### src/rtl/manchester_tx_pkg.sv
// Shared state and phase encodings for the Manchester transmit stage.
package manchester_tx_pkg;

  typedef enum logic {
    ST_IDLE = 1'b0,
    ST_TX   = 1'b1
  } state_t;

  typedef enum logic {
    PH_FIRST  = 1'b0,
    PH_SECOND = 1'b1
  } phase_t;

endpackage

### src/rtl/manchester_tx_half_bit_timer.sv
// Loadable down-counter: ticks for one cycle at zero, then reloads from the
// value captured by the last load.
module half_bit_timer #(
  parameter int DIV_WIDTH = 8
) (
  input  logic                 clk_i,
  input  logic                 rst_i,
  input  logic                 load_i,
  input  logic                 en_i,
  input  logic [DIV_WIDTH-1:0] load_val_i,
  output logic                 tick_o
);

  logic [DIV_WIDTH-1:0] cnt_q, cnt_d;
  logic [DIV_WIDTH-1:0] reload_q, reload_d;

  assign tick_o = en_i && (cnt_q == '0);

  always_comb begin
    cnt_d    = cnt_q;
    reload_d = reload_q;
    if (load_i) begin
      cnt_d    = load_val_i;
      reload_d = load_val_i;
    end else if (en_i) begin
      cnt_d = (cnt_q == '0) ? reload_q : cnt_q - DIV_WIDTH'(1);
    end
  end

  always_ff @(posedge clk_i) begin
    if (rst_i) begin
      cnt_q    <= '0;
      reload_q <= '0;
    end else begin
      cnt_q    <= cnt_d;
      reload_q <= reload_d;
    end
  end

endmodule

### src/rtl/manchester_tx.sv
// Manchester serialiser: accepts parallel words via valid/ready and shifts
// them out MSB-first, 1 = high/low, 0 = low/high, programmable half-bit.
module manchester_tx
  import manchester_tx_pkg::*;
#(
  parameter int DATA_WIDTH = 8,
  parameter int DIV_WIDTH  = 8
) (
  input  logic                  CLK,
  input  logic                  RST,
  input  logic [DIV_WIDTH-1:0]  DIV_HALF,
  input  logic [DATA_WIDTH-1:0] IN_DATA,
  input  logic                  IN_VALID,
  output logic                  IN_READY,
  output logic                  SER_OUT,
  output logic                  BUSY,
  output logic                  DONE
);

  localparam int IDX_W = $clog2(DATA_WIDTH);
  localparam logic [IDX_W-1:0] IDX_LAST = IDX_W'(DATA_WIDTH - 1);

  state_t                state_q, state_d;
  phase_t                phase_q, phase_d;
  logic [DATA_WIDTH-1:0] shift_q, shift_d;
  logic [IDX_W-1:0]      idx_q, idx_d;
  logic                  ser_q, ser_d;
  logic                  tick;
  logic                  accept;
  logic                  last_cycle;

  half_bit_timer #(
    .DIV_WIDTH(DIV_WIDTH)
  ) u_timer (
    .clk_i      (CLK),
    .rst_i      (RST),
    .load_i     (accept),
    .en_i       (state_q == ST_TX),
    .load_val_i (DIV_HALF),
    .tick_o     (tick)
  );

  // Final cycle of bit 0's second half: also an accept slot for seamless chaining.
  assign last_cycle = (state_q == ST_TX) && (phase_q == PH_SECOND) &&
                      (idx_q == '0) && tick;
  assign IN_READY   = (state_q == ST_IDLE) || last_cycle;
  assign accept     = IN_VALID && IN_READY;
  assign DONE       = last_cycle;
  assign BUSY       = (state_q == ST_TX);
  assign SER_OUT    = ser_q;

  always_comb begin
    state_d = state_q;
    phase_d = phase_q;
    shift_d = shift_q;
    idx_d   = idx_q;
    ser_d   = ser_q;
    if (accept) begin
      state_d = ST_TX;
      phase_d = PH_FIRST;
      shift_d = IN_DATA;
      idx_d   = IDX_LAST;
      ser_d   = IN_DATA[DATA_WIDTH-1];
    end else if (last_cycle) begin
      state_d = ST_IDLE;
      phase_d = PH_FIRST;
      ser_d   = 1'b0;
    end else if ((state_q == ST_TX) && tick) begin
      if (phase_q == PH_FIRST) begin
        phase_d = PH_SECOND;
        ser_d   = ~shift_q[DATA_WIDTH-1];
      end else begin
        phase_d = PH_FIRST;
        idx_d   = idx_q - IDX_W'(1);
        shift_d = {shift_q[DATA_WIDTH-2:0], 1'b0};
        ser_d   = shift_q[DATA_WIDTH-2];
      end
    end
  end

  always_ff @(posedge CLK) begin
    if (RST) begin
      state_q <= ST_IDLE;
      phase_q <= PH_FIRST;
      shift_q <= '0;
      idx_q   <= '0;
      ser_q   <= 1'b0;
    end else begin
      state_q <= state_d;
      phase_q <= phase_d;
      shift_q <= shift_d;
      idx_q   <= idx_d;
      ser_q   <= ser_d;
    end
  end

endmodule

### config.mk
export PLATFORM = sky130hd
export DESIGN_NAME = manchester_tx
export DESIGN_NICKNAME = d
export VERILOG_FILES = /design/src/rtl/manchester_tx_pkg.sv /design/src/rtl/manchester_tx_half_bit_timer.sv /design/src/rtl/manchester_tx.sv
export SDC_FILE = /design/constraint.sdc
export NUM_CORES = 1
export LEC_CHECK = 0
export ABC_AREA = 1
export CAP_MARGIN = 20
export CORE_MARGIN = 2
export CORE_UTILIZATION = 58
export DETAILED_ROUTE_END_ITERATION = 6
export GPL_TIMING_DRIVEN = 0
export PLACE_DENSITY = 0.84
export SYNTH_ARGS = -nofsm -noshare
export SYNTH_HDL_FRONTEND = slang
export SYNTH_SLANG_ARGS = --single-unit
### constraint.sdc
create_clock -name CLK -period 2.9 [get_ports CLK]
set_clock_uncertainty 0.05 [all_clocks]
set_input_delay 0.58 -clock CLK [delete_from_list [all_inputs] [get_ports CLK]]
set_output_delay 0.58 -clock CLK [all_outputs]
set_load 0.01 [all_outputs]
==> reports/results.tsv <==
metric	value	unit
Area contributors post-synth	dfxtp_1 (36%), nand2_1 (15%), a21oi_1 (8.1%)	
Max FO, Critical Path	6	
Leak	0.9060	nW
Clock H-tree levels	2	
RSZ-0062 raised after global routing	false	
worst setup margin	0.1499	ns
Hold Vio Cnt, Final	0	
share of cells above drive strength 1	11.15	%
syn_area_per_cell	6.770	µm²
Placed Area	0.001924	mm²
final setup violating endpoints	0	
maximum clock path buffer count	2	
startpoint types	register	
power per cell area	509.1	mW/mm²
first-pass GRT wire length	6.368	mm
largest net degree at the start of global routing	11	
FP Rows	19	
hpwl dp	2.637	mm
Mapped Nets	269	
CP most frequent cell	inv_1	
largest stage delay on the critical path	0.58	ns
Post-Layout Inst Area	0.001999	mm²
CTS Hold Buffers Added	0	
Num Clock Sinks	30	
Worst Path Buf+Inv	3	
slowest CP cell	clkdlybuf4s50_1	
post-synthesis register bit count	30	
PnR Total Power	1.018	mW
Seq/Total Area, Yosys	36.06	%
Clock Latency Late Sink	0.34	ns
Port Buf Inserts	22	
Synth top area share	36.06	%
setup tns final	0	ns
fin cells	309	
WL per Instance	12.09	µm
Initial Utilization	60.92	%
Total Routing Usage GR	24.80	%
cell family with most CP delay	buffers and inverters	
initial antenna violation count	0	
Yosys warnings	0	
CTS tree	built	
# nets final	300	
number of synthesized flops with an enable pin	0	
fin. max-slew vios	0	
post-CTS sizing	0	
number of global-route vias before repair	1430	
synthesized instance count	246	
DRT Wirelength	3.736	mm
endpoint class of the critical path	output pin	
core footprint	0.002734	mm²
Layout area overhead	20.06	%
Slew HR	65.04	%
Synth area leader	dfxtp_1	
# diodes	0	
DRC errors left	0	
Die Wd	57.59	µm
post-route clock period utilization	94.83	%
CP required	2.27	ns
main flop type after synthesis	dfxtp_1	
status	complete, no violations	
DRT Pass-1 Iters	4	
worst slack, placed	0.4700	ns
Final Critical Period	2.750	ns
maxcap violations	0	
crit path cell chain	inv_1 -> ha_1 -> inv_1 -> nor2_2 -> nand2_4 -> o21bai_4 -> clkdlybuf4s50_1	
library cells used by synthesis	27	
die height	57.59	µm
clock slew at reported path FFs	0.09	ns
GPL Wtd Cong	0.8546	
f_max	0.3636	GHz
Post-CTS Setup Inserts	0	
DIE AREA	0.003316	mm²
post-route ant nets	0	
Post-Syn Area	0.001665	mm²
initial drt markers	80	
Max VDD drop	0.4783	mV
post-DR vias/cell	5.288	
gr ovfl total	0	
worst path arrival time	2.12	ns
Async S/R FF share, synth	0	%
clk root buf	clkbuf_4	
Slew @ Worst Pin	0.5244	ns
Cells after DPL	299	
Ports	23	
vias	1634	
Hold WC Path Type	register to register	
Worst Path Class, Setup	register to output pin	
clock buffer count from CTS	5	
Yosys cell counts (2+ instances only):
cell / n
nand2_1: 65
dfxtp_1: 30
nor2_1: 28
a21oi_1: 27
inv_1: 23
nand3_1: 22
o21ai_0: 12
clkbuf_1: 4
ha_1: 4
nand3_2: 4
nor2_2: 3
o211ai_1: 3
buf_2: 2
buf_6: 2
inv_2: 2
nand2_4: 2
nor2_4: 2
xnor2_1: 2
cell type report:
class | instances | area (µm²)
buffer | 9 | 55.05
clock buffer | 7 | 55.05
clock inverter | 1 | 5.005
fill | 240 | 734.5
inverter | 26 | 102.6
multi-input combinational | 181 | 907.1
sequential | 30 | 600.6
tap | 31 | 38.79
timing repair buffer | 24 | 235.2
registers in the layout (all words and copies together), names as in the netlist:
signal	cells
phase_q	1
BUSY	1
u_timer.cnt_q	8
u_timer.reload_q	8
idx_q	3
SER_OUT	1
shift_q	8
per-stage QoR:
step | utilization, % | hold WS, ns
5_1_grt | 73.13 | 0.4477
2_1_floorplan | - | 0.3889
3_3_place_gp | 70.39 | 0.3989
3_5_place_dp | 70.39 | 0.4014
6_report | 73.13 | 0.4144
4_1_cts | 72.59 | 0.4153
cell usage in the layout, fill, tap and decap left out, types with 2 or more instances in the layout:
cell | netlist | layout
o21ai_0 | 12 | 12
nand3_1 | 22 | 22
nand2_4 | 2 | 2
inv_2 | 2 | 2
clkdlybuf4s50_1 | 0 | 22
a21oi_1 | 27 | 27
buf_2 | 2 | 2
nand3_2 | 4 | 4
nor2_4 | 2 | 2
dfxtp_1 | 30 | 30
o211ai_1 | 3 | 3
nor2_2 | 3 | 3
nand2_1 | 65 | 65
xnor2_1 | 2 | 2
inv_1 | 23 | 23
clkbuf_1 | 4 | 5
nor2_1 | 28 | 28
buf_6 | 2 | 2
buf_4 | 1 | 3
ha_1 | 4 | 4
clkbuf_4 | 0 | 5
kinds of logic (layout without fill, tap and decap cells):
group | Yosys count | in the layout | share of synthesized area [%]
AOI/OAI and AO/OA | 44 | 44 | 14.58
xor gates and xnor gates | 3 | 3 | 1.578
adders and majority gates | 4 | 4 | 3.005
buffers and inverters | 35 | 67 | 9.466
DFF | 30 | 30 | 36.06
and+or+nand+nor | 130 | 130 | 35.31
power by group:
part	switching, mW	total, mW	internal (mW)
registers	0.0257	0.470	0.445
logic	0.160	0.281	0.121
clock network	0.149	0.267	0.117
routing by layer:
layer  part of all wire, %  global-route usage [%]  wire [µm]
met1                    46                   33.62       1730
met4                   1.8                   10.63         68
met5                     0                       0          0
met3                   7.8                   5.669        291
met2                    44                   37.82       1647
worst min-delay path: stages (launching register included):
cell and delay (ns):
dfxtp_1 0.31, nand2_1 0.05, a21oi_1 0.06
path summary, 6_finish.rpt:
kind	slack (ns)	end	startpoint	cells after the start
worst max-delay path	0.15	IN_READY	u_timer.cnt_q[0]$_SDFFE_PP0P_	7
worst min-delay path	0.41	u_timer.reload_q[7]$_SDFFE_PP0P_	u_timer.reload_q[7]$_SDFFE_PP0P_	2
worst max register to register	0.95	u_timer.reload_q[0]$_SDFFE_PP0P_	u_timer.cnt_q[0]$_SDFFE_PP0P_	11
worst min register to register	0.41	u_timer.reload_q[7]$_SDFFE_PP0P_	u_timer.reload_q[7]$_SDFFE_PP0P_	2
Power figures use the tool's default switching activity.
